$ cat config.mk
export PLATFORM = sky130hd
export DESIGN_NAME = sprite_fetch_arbiter_flat
export DESIGN_NICKNAME = d
export VERILOG_FILES = /design/src/rtl/sprite_fetch_arbiter_if.sv /design/src/rtl/sprite_fetch_arbiter.sv /design/src/flat_wrapper.sv
export SDC_FILE = /design/constraint.sdc
export NUM_CORES = 1
export LEC_CHECK = 0
export BUFFER_PORTS_ARGS = -buffer_cell sky130_fd_sc_hd__buf_2
export CAP_MARGIN = 10
export CORE_ASPECT_RATIO = 1.4
export CORE_MARGIN = 4
export CORE_UTILIZATION = 36
export CTS_CLUSTER_DIAMETER = 120
export DETAILED_ROUTE_END_ITERATION = 8
export PLACE_DENSITY_LB_ADDON = 0.05
export SYNTH_ARGS = -nofsm -noshare
export SYNTH_HDL_FRONTEND = slang
export SYNTH_SLANG_ARGS = --single-unit
$ cat constraint.sdc
create_clock -name Clk -period 2.95 [get_ports Clk]
set_input_delay 0.4425 -clock Clk [delete_from_list [all_inputs] [get_ports Clk]]
set_output_delay 0.4425 -clock Clk [all_outputs]
set_load 0.05 [all_outputs]
$ cat src/rtl/sprite_fetch_arbiter_if.sv
// Sprite fetch arbiter bus bundle.
// Groups the requester handshake (req/mirror/gnt/done), the combinational
// sprite ROM port (rom_addr/rom_color) and the pixel stream (pix_*).
//   master : the arbiter side (drives gnt, done, rom_addr, pix_* outputs)
//   slave  : the environment side (requesters, ROM, pixel consumer)
// Pixel handshake: a pixel transfers on every rising clock edge where
// pix_valid and pix_ready are both high; while pix_valid is high and
// pix_ready is low, every pix_* signal and rom_addr holds its value.
interface sprite_fetch_arbiter_if;
    logic [1:0]  req;
    logic [1:0]  mirror;
    logic [1:0]  gnt;
    logic [1:0]  done;
    logic [8:0]  rom_addr;
    logic [11:0] rom_color;
    logic        pix_valid;
    logic        pix_ready;
    logic [11:0] pix_color;
    logic [4:0]  pix_x;
    logic [4:0]  pix_y;
    logic        pix_transp;
    logic        pix_last;

    modport master (
        input  req, mirror, rom_color, pix_ready,
        output gnt, done, rom_addr, pix_valid, pix_color, pix_x, pix_y,
               pix_transp, pix_last
    );

    modport slave (
        output req, mirror, rom_color, pix_ready,
        input  gnt, done, rom_addr, pix_valid, pix_color, pix_x, pix_y,
               pix_transp, pix_last
    );
endinterface

$ cat src/rtl/sprite_fetch_arbiter.sv
// Sprite fetch arbiter.
// Two requesters compete for one combinational sprite ROM. The winner gets
// a burst that streams every pixel of an SPR_W x SPR_H sprite in screen
// order, optionally horizontally flipped, through a valid/ready pixel port.
// Ports:
//   Clk       : system clock, rising edge
//   Reset_n   : asynchronous active-low reset
//   bus       : sprite_fetch_arbiter_if.master (requests, ROM, pixel stream)
//   state_dbg : current FSM state (0 = IDLE, 1 = STREAM)
module sprite_fetch_arbiter #(
    parameter int          SPR_W  = 21,
    parameter int          SPR_H  = 21,
    parameter logic [11:0] TRANSP = 12'h808
) (
    input  logic                   Clk,
    input  logic                   Reset_n,
    sprite_fetch_arbiter_if.master bus,
    output logic                   state_dbg
);
    localparam logic [4:0] X_MAX    = 5'(SPR_W - 1);
    localparam logic [4:0] Y_MAX    = 5'(SPR_H - 1);
    localparam logic [8:0] ROW_STEP = 9'(SPR_W);

    typedef enum logic [0:0] {
        IDLE   = 1'b0,
        STREAM = 1'b1
    } state_t;

    state_t     state_q, state_d;
    logic [1:0] gnt_q, gnt_d;
    logic       mir_q, mir_d;
    logic [4:0] x_q, x_d;
    logic [4:0] y_q, y_d;
    logic [8:0] rowbase_q, rowbase_d;
    logic       last_q, last_d;   // index of the requester granted last
    logic [1:0] done_q, done_d;

    logic       win;
    logic       xfer;
    logic       is_last;
    logic [4:0] col;

    always_ff @(posedge Clk or negedge Reset_n) begin
        if (!Reset_n) begin
            state_q   <= IDLE;
            gnt_q     <= 2'b00;
            mir_q     <= 1'b0;
            x_q       <= 5'd0;
            y_q       <= 5'd0;
            rowbase_q <= 9'd0;
            last_q    <= 1'b1;     // requester 0 wins the first contest
            done_q    <= 2'b00;
        end else begin
            state_q   <= state_d;
            gnt_q     <= gnt_d;
            mir_q     <= mir_d;
            x_q       <= x_d;
            y_q       <= y_d;
            rowbase_q <= rowbase_d;
            last_q    <= last_d;
            done_q    <= done_d;
        end
    end

    assign xfer    = (state_q == STREAM) && bus.pix_ready;
    assign is_last = (x_q == X_MAX) && (y_q == Y_MAX);

    always_comb begin
        state_d   = state_q;
        gnt_d     = gnt_q;
        mir_d     = mir_q;
        x_d       = x_q;
        y_d       = y_q;
        rowbase_d = rowbase_q;
        last_d    = last_q;
        done_d    = 2'b00;
        win       = 1'b0;

        case (state_q)
            IDLE: begin
                if (|bus.req) begin
                    // Round-robin on contention, otherwise the sole requester.
                    win       = (bus.req == 2'b11) ? ~last_q : bus.req[1];
                    gnt_d     = win ? 2'b10 : 2'b01;
                    mir_d     = bus.mirror[win];
                    x_d       = 5'd0;
                    y_d       = 5'd0;
                    rowbase_d = 9'd0;
                    state_d   = STREAM;
                end
            end
            STREAM: begin
                if ((bus.req & gnt_q) == 2'b00) begin
                    // Owner withdrew: drop the burst silently, no done.
                    state_d   = IDLE;
                    gnt_d     = 2'b00;
                    last_d    = gnt_q[1];
                    x_d       = 5'd0;
                    y_d       = 5'd0;
                    rowbase_d = 9'd0;
                end else if (xfer) begin
                    if (is_last) begin
                        state_d   = IDLE;
                        gnt_d     = 2'b00;
                        done_d    = gnt_q;
                        last_d    = gnt_q[1];
                        x_d       = 5'd0;
                        y_d       = 5'd0;
                        rowbase_d = 9'd0;
                    end else if (x_q == X_MAX) begin
                        x_d       = 5'd0;
                        y_d       = y_q + 5'd1;
                        rowbase_d = rowbase_q + ROW_STEP;
                    end else begin
                        x_d = x_q + 5'd1;
                    end
                end
            end
            default: state_d = IDLE;
        endcase
    end

    // Flip reads the row right-to-left; pix_x still reports screen column.
    assign col = mir_q ? (X_MAX - x_q) : x_q;

    assign bus.rom_addr   = rowbase_q + {4'b0000, col};
    assign bus.gnt        = gnt_q;
    assign bus.done       = done_q;
    assign bus.pix_valid  = (state_q == STREAM);
    assign bus.pix_last   = (state_q == STREAM) && is_last;
    assign bus.pix_color  = bus.rom_color;
    assign bus.pix_transp = (bus.rom_color == TRANSP);
    assign bus.pix_x      = x_q;
    assign bus.pix_y      = y_q;
    assign state_dbg      = state_q;
endmodule

$ cat src/flat_wrapper.sv
// flat-port wrapper written by rule: the top's interface ports become plain ports
module sprite_fetch_arbiter_flat 
#(
    parameter int          SPR_W  = 21,
    parameter int          SPR_H  = 21,
    parameter logic [11:0] TRANSP = 12'h808
)
  (Clk, Reset_n, state_dbg, bus_req, bus_mirror, bus_rom_color, bus_pix_ready, bus_gnt, bus_done, bus_rom_addr, bus_pix_valid, bus_pix_color, bus_pix_x, bus_pix_y, bus_pix_transp, bus_pix_last);
  sprite_fetch_arbiter_if bus_i ();
  input  logic Clk;
  input  logic Reset_n;
  output logic state_dbg;
  input wire logic [$bits(bus_i.req)-1:0] bus_req;
  input wire logic [$bits(bus_i.mirror)-1:0] bus_mirror;
  input wire logic [$bits(bus_i.rom_color)-1:0] bus_rom_color;
  input wire logic [$bits(bus_i.pix_ready)-1:0] bus_pix_ready;
  output wire logic [$bits(bus_i.gnt)-1:0] bus_gnt;
  output wire logic [$bits(bus_i.done)-1:0] bus_done;
  output wire logic [$bits(bus_i.rom_addr)-1:0] bus_rom_addr;
  output wire logic [$bits(bus_i.pix_valid)-1:0] bus_pix_valid;
  output wire logic [$bits(bus_i.pix_color)-1:0] bus_pix_color;
  output wire logic [$bits(bus_i.pix_x)-1:0] bus_pix_x;
  output wire logic [$bits(bus_i.pix_y)-1:0] bus_pix_y;
  output wire logic [$bits(bus_i.pix_transp)-1:0] bus_pix_transp;
  output wire logic [$bits(bus_i.pix_last)-1:0] bus_pix_last;
  assign bus_i.req = bus_req;
  assign bus_i.mirror = bus_mirror;
  assign bus_i.rom_color = bus_rom_color;
  assign bus_i.pix_ready = bus_pix_ready;
  assign bus_gnt = bus_i.gnt;
  assign bus_done = bus_i.done;
  assign bus_rom_addr = bus_i.rom_addr;
  assign bus_pix_valid = bus_i.pix_valid;
  assign bus_pix_color = bus_i.pix_color;
  assign bus_pix_x = bus_i.pix_x;
  assign bus_pix_y = bus_i.pix_y;
  assign bus_pix_transp = bus_i.pix_transp;
  assign bus_pix_last = bus_i.pix_last;
  sprite_fetch_arbiter #(.SPR_W(SPR_W), .SPR_H(SPR_H), .TRANSP(TRANSP)) u_core (.Clk(Clk), .Reset_n(Reset_n), .bus(bus_i), .state_dbg(state_dbg));
endmodule
==> results of run 1 <==
## routing by layer
metal / global-route usage (%) / up-vias / wire length, um
li1: - / 910 / -
met1: 19.23 / 912 / 2199
met2: 28.68 / 40 / 2653
met3: 1.656 / 6 / 196
met4: 4.232 / 0 / 68
met5: 0 / - / 0
## path summary, 6_finish.rpt
kind | cells after the start | to | slack (ns)
setup / recovery | 11 | bus_rom_addr[8] | 0.1
hold / removal | 1 | u_core.bus.done[0] | 0.16
setup reg to reg | 6 | u_core.bus.pix_y[4] | 0.84
hold reg to reg | 1 | u_core.last_q | 0.54
max in group asynchronous | 1 | u_core.bus.pix_x[1] | 2.36
min in group Clk | 3 | u_core.mir_q | 0.47
## area by class of cell
cell class,count,area (um2)
fillers,543,2811
inverters,14,52.55
well taps,66,82.58
repair buffers,66,375.4
multi-input cells,163,1282
flip-flops and latches,26,654.4
clock buffers,4,55.05
## worst reg2reg max path, cell delays in order (launching register included)
cell and delay [ns]:
dfrtp_1 0.44, inv_1 0.07, ha_1 0.20, and4b_1 0.24
a311oi_2 0.64, nor2_1 0.26, a21oi_1 0.19
## power by group
part | switching, mW | leakage, nW | total (mW) | internal (mW)
clock | 0.115 | 0.0288 | 0.234 | 0.119
sequential | 0.0828 | 0.350 | 0.489 | 0.406
combinational | 0.619 | 0.758 | 0.920 | 0.301
## registers in the layout (all words and copies together) (netlist names)
register	count
u_core.last_q	1
u_core.rowbase_q	9
u_core.bus.pix_valid	1
u_core.bus.gnt	2
u_core.bus.pix_x	5
u_core.bus.done	2
u_core.mir_q	1
u_core.bus.pix_y	5
## through the flow
stage	total power, mW	instances	cell area, um2
after global routing	1.772	339	2502
after CTS	1.597	338	2411
final	1.644	339	2502
after global placement	1.327	332	2316
after floorplan	1.153	225	2056
after detailed placement	1.330	332	2316
## cell usage after synthesis (all sizes together), types with 2 or more instances
library cell and n:
nand3b 3, clkbuf 2, a221oi 2, or3 2
or4b 2, buf 20, and2 2, inv 13
nor4 5, ha 10, a21o 2, nand4 2
and4b 2, mux2i 5, dfrtp 25, a211oi 2
a22o 3, nor2b 5, nand2 10, nor3 7
xnor2 6, or4 3, nand4b 2, o41ai 2
nand2b 4, nand3 9, a21oi 12, xor2 4
o21ai 20, o211ai 5, o21bai 4, o31ai 3
nor3b 3, nor2 9
## logic make-up after synthesis
group                      Yosys count  share of synthesized area, %
xor gates and xnor gates            10                         4.353
and+or+nand+nor                     75                         22.20
AOI/OAI and AO/OA                   61                         20.59
buffers and inverters               36                         10.20
muxes                                6                         3.047
DFF                                 26                         32.40
adders and majority gates           11                         7.214
## repair_timing
action | CTS | global route
gates resized for setup | 8 | 22
hold endpoints to repair | 0 | 0
buffers inserted | 2 | 1
endpoints found under the setup margin | 3 | 6
pin swaps | 3 | 9
==> impl_metrics.yaml, run 1 <==
outcome:
  status: "completed"
sta:
  finalHoldViolCount: 0
  timing.hold.ws_ns: 0.1618
  timing.fmax_ghz: 0.3508
  final_max_slew_viol_count: 0
  rsz0062_at_grt: "yes"
  slew_headroom_pct: 50.85
  fin_ws_ns: 0.09898
  fin_crit_sh_pct: 96.64
  period_needed_ns: 2.851
  setup_viol: 0
  fin_setup_tns_ns: 0
  fin_skew_ns: 0.008148
  worstMarginPinSlew_ns: 0.7372
drt:
  vias: 1868
  wl_mm: 5.117
  drcViolationCount: 0
  dr.first_iter.drc_count: 40
  antenna_left: 0
  dr.pass1.iters: 4
  avgViaCountPerCell: 5.510
  avgRoutedWirePerCell_um: 15.09
global_route:
  grt_pass1_wl_mm: 8.804
  grt_pass1_vias: 1874
  groute.usage.overall_pct: 15.61
  grt_max_degree: 27
  grt_overflow: 0
  antenna_found_initial: 0
clock_tree:
  htreeDepth: 1
  cts_buffers: 3
  clockBufferDepth: 2
  clk_latency_ns: 0.28
  cts_tree: "yes"
  clock_sink_count: 26
  clk_pin_slew_worst_paths_ns: 0.09
  postCtsHoldBufs: 0
  cts_root_buf: "clkbuf_8"
critical_path:
  path_max_fanout: 3
  worstPathRequired_ns: 2.51
  worstReg2RegStart: "u_core.bus.pix_y[0]"
  crit_top_cell: "inv_2"
  crit_path_top_delay_cell: "fa_2"
  cp-end-kind: "primary output"
  cp_data_arrival_time_ns: 2.41
  path_cells: "inv_2 -> ha_4 -> nand2_2 -> o21ai_2 -> inv_2 -> fa_2 -> nor2b_4 -> o21ai_4 -> a211oi_4 -> xor2_4 -> buf_6"
  cp-startpoint: "u_core.bus.pix_x[1]"
  cp_num_buf_inv: 3
  path_delay_family: "adder cells"
  path_class: "reg2out"
  critPathMaxStageDelay_ns: 0.39
  start_kind: "flop"
power:
  p_leak_nw: 1.136
  power_density_nw_per_um2: 656.8
  peakVddDrop_mv: 0.3788
final_layout:
  nets: 304
  antenna_cells: 0
  drive_gt1_share_pct: 37.36
  final_common_cell: "buf_2"
  layout_common_cells: "buf_2 (54), dfrtp_1 (23), o21ai_0 (16)"
  syn2layout_area_growth_pct: 24.38
  utilization_pct: 47.09
logic_synthesis:
  synth_warnings: 0
  ys_ff_latch: 26
  yosys-top-cells-area: "dfrtp_1 (31%), ha_1 (6.2%), buf_4 (4.9%), o21ai_0 (4.7%), a21oi_1 (3.0%)"
  syn_area_um2: 2012
  ys_seq_area_share_pct: 32.40
  synthFlopType: "dfrtp_1"
  synth.avg_cell_area_um2: 8.942
  synthArstFlopShare_pct: 100.0
  synth_top_area_share_pct: 31.09
  synth_cell_types: 53
  syn_inst: 225
  syn_nets: 255
  synth_top_area_cell: "dfrtp_1"
  synth_edf_count: 0
place:
  portBuffers: 57
  pre_cts_slack_ns: 0.07465
  gp_congestion: 0.8035
  dp_hpwl_mm: 3.986
floorplanning:
  dieArea_um2: 6866
  fp-row-count: 31
  dieHeight_um: 96.46
  die_w_um: 71.18
  pin_count: 58
  initial_core_util_pct: 37.86
  core_um2: 5314
job:
  drv_cap: 0
min_path:
  min_path_type: "in2async"
Note: power is estimated with default switching activity, not from simulation.
==> run 2, diff against run 1 <==
--- a/config.mk
+++ b/config.mk
@@ -10,6 +10,7 @@
 export CORE_ASPECT_RATIO = 1.4
 export CORE_MARGIN = 4
 export CORE_UTILIZATION = 36
+export CTS_BUF_LIST = sky130_fd_sc_hd__clkbuf_4 sky130_fd_sc_hd__clkbuf_8
 export CTS_CLUSTER_DIAMETER = 120
 export DETAILED_ROUTE_END_ITERATION = 8
 export PLACE_DENSITY_LB_ADDON = 0.05
==> constraint.sdc (replaced) <==
create_clock -name Clk -period 2.95 [get_ports Clk]
set_input_delay 0.1475 -clock Clk [delete_from_list [all_inputs] [get_ports Clk]]
set_output_delay 0.1475 -clock Clk [all_outputs]
set_load 0.05 [all_outputs]
==> impl_metrics.yaml, run 2 (synthesis results as in run 1) <==
floorplanning:
  die_w_um: 71.18
  fp-row-count: 31
  dieArea_um2: 6866
  initial_core_util_pct: 37.86
  pin_count: 58
  core_um2: 5314
  dieHeight_um: 96.46
min_path:
  min_to: "u_core.mir_q"
  min_path_type: "in2reg"
  min_from: "bus_mirror[1]"
  holdPathStages: 3
sta:
  period_needed_ns: 2.747
  finalHoldViolCount: 0
  slew_headroom_pct: 50.30
  fin_crit_sh_pct: 93.11
  final_max_slew_viol_count: 0
  setup_viol: 0
  fin_ws_ns: 0.2034
  fin_skew_ns: 0.006739
  worstMarginPinSlew_ns: 0.7454
  rsz0062_at_grt: "no"
  timing.fmax_ghz: 0.3641
critical_path:
  r2r_cells: 6
  cp_data_arrival_time_ns: 2.60
  critPathMaxStageDelay_ns: 0.42
  path_cells: "inv_1 -> ha_1 -> nand2_1 -> o21ai_0 -> inv_1 -> fa_1 -> nor2b_1 -> o21ai_1 -> a211oi_2 -> xor2_2 -> clkbuf_4"
  path_max_fanout: 3
  start_kind: "flop"
  crit_top_cell: "inv_1"
  worstPathRequired_ns: 2.80
  cp-end-kind: "primary output"
  crit_path_top_delay_cell: "fa_1"
  worstReg2RegStart: "u_core.bus.pix_y[0]"
  path_class: "reg2out"
  r2r_setup_slack_ns: 0.81
  r2r_end: "u_core.bus.pix_y[3]"
drt:
  avgViaCountPerCell: 5.439
  dr.pass1.iters: 4
  avgRoutedWirePerCell_um: 15.00
  antenna_left: 0
  drcViolationCount: 0
  vias: 1822
  wl_mm: 5.025
  dr.first_iter.drc_count: 38
power:
  p_clk_share_pct: 15.3
  p_seq_share_pct: 30.9
  peakVddDrop_mv: 0.4020
  p_int_mw: 0.7651
  power_density_nw_per_um2: 661.1
  power_switching_mw: 0.7900
  combPwrFrac_pct: 53.8
  p_leak_nw: 1.093
  switching_share_pct: 50.80
clock_tree:
  clockBufferDepth: 2
  htreeDepth: 1
  cts_root_buf: "clkbuf_8"
  clk_latency_ns: 0.27
  cts_tree: "yes"
  clk_pin_slew_worst_paths_ns: 0.09
  clock_sink_count: 26
  cts_buffers: 3
final_layout:
  layout_common_cells: "buf_2 (56), dfrtp_1 (25), o21ai_0 (18)"
  utilization_pct: 44.27
  drive_gt1_share_pct: 28.62
  syn2layout_area_growth_pct: 16.92
  final_common_cell: "buf_2"
  area.sequential_um2: 651.9
  antenna_cells: 0
  multi_input_area_um2: 1182
  regMostFlops: "u_core.rowbase_q"
  largest_reg_flops: 9
  nets: 300
  nFillCells: 558
global_route:
  antenna_found_initial: 0
  groute.usage.overall_pct: 14.62
  grt_max_degree: 27
  grt_pass1_wl_mm: 8.135
  grt_overflow: 0
  grt_pass1_vias: 1829
place:
  pre_cts_slack_ns: 0.3514
  portBuffers: 57
  dp_hpwl_mm: 3.878
  gp_congestion: 0.7616
job:
  drv_cap: 0
outcome:
  status: "completed"
## run 2: through the flow
step | hold WS, ns | setup TNS, ns | power (mW) | cells | instance area (um2)
after floorplan | -0.1481 | -0.02758 | 1.149 | 225 | 2034
after global placement | 0.2031 | 0 | 1.331 | 330 | 2280
after detailed placement | 0.2064 | 0 | 1.332 | 330 | 2280
after CTS | 0.1792 | 0 | 1.577 | 335 | 2345
after global routing | 0.2072 | 0 | 1.665 | 335 | 2352
final | 0.1763 | 0 | 1.555 | 335 | 2352
## run 2: worst max path at each step
stage / from / end / slack, ns / depth (start not counted)
3_5_place_dp: u_core.bus.pix_x[0] / bus_rom_addr[8] / 0.35 / 11
5_1_grt: u_core.bus.pix_x[1] / bus_rom_addr[8] / 0.02 / 11
6_report: u_core.bus.pix_x[0] / bus_rom_addr[8] / 0.20 / 11
3_3_place_gp: u_core.bus.pix_x[0] / bus_rom_addr[8] / 0.37 / 11
4_1_cts: u_core.bus.pix_x[0] / bus_rom_addr[8] / 0.04 / 11
2_1_floorplan: u_core.bus.pix_x[0] / bus_rom_addr[8] / -0.03 / 10
## run 2: per-layer routing
metal  vias up  global-route usage (%)  routed length [um]
met5         -                       0                   0
met4         0                   3.918                  42
met3         4                   1.553                 232
met2        49                   28.91                2586
met1       868                   16.32                2163
li1        901                       -                   -
## run 2: cell type report
class                   count  area share (%)
inverters                  14           2.234
well taps                  66           3.511
multi-input cells         163           50.27
repair buffers             62           13.94
flip-flops and latches     26           27.71
clock buffers               4           2.340
## run 2: worst max-delay path: cells and delay by family (launching register included)
family                     cells  cell delay, ns
DFF                            1            0.35
AOI/OAI and AO/OA              3            0.54
and+or+nand+nor                2            0.18
xor gates and xnor gates       1            0.14
adders and majority gates      2            0.72
buffers and inverters          3            0.40
## run 2: power by group through the flow
stage / Sequential, mW / Clock, mW / Combinational [mW]
final: 0.481 / 0.238 / 0.836
after global routing: 0.491 / 0.259 / 0.915
after CTS: 0.482 / 0.247 / 0.848
after detailed placement: 0.487 / 0 / 0.844
after global placement: 0.488 / 0 / 0.842
after floorplan: 0.548 / 0 / 0.601
## run 2: what timing repair did
item                                   CTS  global route
endpoints found under the hold margin   25             0
hold buffers                             1             0
setup endpoints to repair                0             1
resized for setup                        0             3
buffers inserted                         0             0
==> run 3, diff against run 2 <==
--- a/config.mk
+++ b/config.mk
@@ -9,7 +9,7 @@
 export CAP_MARGIN = 10
 export CORE_ASPECT_RATIO = 1.4
 export CORE_MARGIN = 4
-export CORE_UTILIZATION = 36
+export CORE_UTILIZATION = 45
 export CTS_BUF_LIST = sky130_fd_sc_hd__clkbuf_4 sky130_fd_sc_hd__clkbuf_8
 export CTS_CLUSTER_DIAMETER = 120
 export DETAILED_ROUTE_END_ITERATION = 8
==> impl_metrics.yaml, run 3 (synthesis results as in run 1) <==
critical_path:
  cp-end-kind: "primary output"
  r2r_setup_slack_ns: 0.76
  path_delay_family: "adder cells"
  worstPathRequired_ns: 2.80
  cp_data_arrival_time_ns: 2.58
  start_kind: "flop"
  critPathMaxStageDelay_ns: 0.43
  path_class: "reg2out"
  cp_num_buf_inv: 2
  worstReg2RegStart: "u_core.bus.pix_x[0]"
  cp-startpoint: "u_core.bus.pix_x[0]"
  crit_path_top_delay_cell: "dfrtp_2"
  crit_top_cell: "ha_1"
  path_max_fanout: 6
  path_cells: "inv_1 -> ha_1 -> nand2b_1 -> nand3b_1 -> xnor2_1 -> ha_1 -> o21ai_0 -> a211oi_2 -> xor2_2 -> buf_6"
global_route:
  groute.usage.overall_pct: 17.11
  grt_pass1_wl_mm: 7.866
  grt_overflow: 0
  grt_pass1_vias: 1727
  antenna_found_initial: 0
  grt_max_degree: 27
drt:
  dr.pass1.iters: 5
  wl_met3_um: 254
  drcViolationCount: 0
  top_layer_used: "met4"
  wl_met1_mm: 2.009
  avgViaCountPerCell: 5.420
  vias: 1794
  met2_length_mm: 2.358
  avgRoutedWirePerCell_um: 14.09
  wl_mm: 4.665
  dr.first_iter.drc_count: 65
  antenna_left: 0
clock_tree:
  clk_latency_ns: 0.27
  cts_root_buf: "clkbuf_8"
  cts_buffers: 3
  cts_tree: "yes"
  clk_pin_slew_worst_paths_ns: 0.08
  clock_sink_count: 26
  htreeDepth: 1
  clockBufferDepth: 2
final_layout:
  drive_gt1_share_pct: 30.63
  utilization_pct: 55.53
  antenna_cells: 0
  final_common_cell: "buf_2"
  syn2layout_area_growth_pct: 17.97
  nets: 302
  regMostFlops: "u_core.rowbase_q"
  largest_reg_flops: 9
  layout_common_cells: "buf_2 (56), dfrtp_1 (23), o21ai_0 (17)"
place:
  gp_congestion: 0.7942
  dp_hpwl_mm: 3.579
  portBuffers: 57
min_path:
  min_path_type: "in2reg"
  min_from: "bus_mirror[1]"
floorplanning:
  dieArea_um2: 5620
  dieHeight_um: 87.12
  pin_count: 58
  die_w_um: 64.51
  initial_core_util_pct: 47.07
  core_um2: 4274
  fp-row-count: 28
sta:
  timing.fmax_ghz: 0.3668
  fin_crit_sh_pct: 92.42
  timing.hold.ws_ns: 0.1830
  fin_setup_tns_ns: 0
  period_needed_ns: 2.727
  rsz0062_at_grt: "no"
  setup_viol: 0
  slew_headroom_pct: 51.99
  final_max_slew_viol_count: 0
  finalHoldViolCount: 0
  fin_skew_ns: 0.008087
  worstMarginPinSlew_ns: 0.7201
outcome:
  status: "completed"
job:
  drv_cap: 0
power:
  peakVddDrop_mv: 0.4791
  p_leak_nw: 1.102
  power_density_nw_per_um2: 654.4
## run 3: worst paths after layout
check                                 endpoint  cells past startpoint
max in group asynchronous  u_core.bus.pix_x[1]                      2
min                               u_core.mir_q                      3
min in group asynchronous  u_core.bus.pix_y[1]                      2
max                            bus_rom_addr[8]                     10
max reg2reg                u_core.bus.pix_y[2]                      6
min reg2reg                      u_core.last_q                      1
## run 3: power breakdown
| part | switching (mW) | total (mW) | internal, mW |
|---|---|---|---|
| Combinational | 0.591 | 0.842 | 0.251 |
| Clock | 0.109 | 0.228 | 0.119 |
| Sequential | 0.0768 | 0.483 | 0.407 |
## run 3: routing by layer
layer	track usage (%)	up-vias
li1	-	908
met1	21.59	827
met2	31.20	55
met3	1.550	4
met4	4.231	0
met5	0	-
## run 3: area by class of cell
class,count,area (um2)
multi-input combinational,163,1190
timing repair buffer,64,346.6
inverter,14,52.55
fill,438,1901
sequential,26,654.4
tap,60,75.07
clock buffer,4,55.05
## run 3: per-stage QoR
stage / total power, mW / worst slack, ns / std cells / cell area [um2]
6_report: 1.553 / 0.2235 / 331 / 2374
5_1_grt: 1.658 / 0.006701 / 331 / 2374
4_1_cts: 1.543 / 0.03512 / 327 / 2330
3_5_place_dp: 1.310 / 0.2240 / 322 / 2257
3_3_place_gp: 1.305 / 0.2889 / 322 / 2257
2_1_floorplan: 1.149 / -0.02758 / 225 / 2034
## run 3: what timing repair did
item,4_1_cts,5_1_grt
hold buffers,1,0
endpoints found under the setup margin,1,5
pin swaps,0,1
gates resized for setup,2,7
buffers inserted,0,4
gates cloned,0,0
hold endpoints to repair,25,0
## run 3: tightest hold or removal path: stages
cell	delay [ns]
buf_2	0.07
mux2i_1	0.05
o21ai_0	0.14
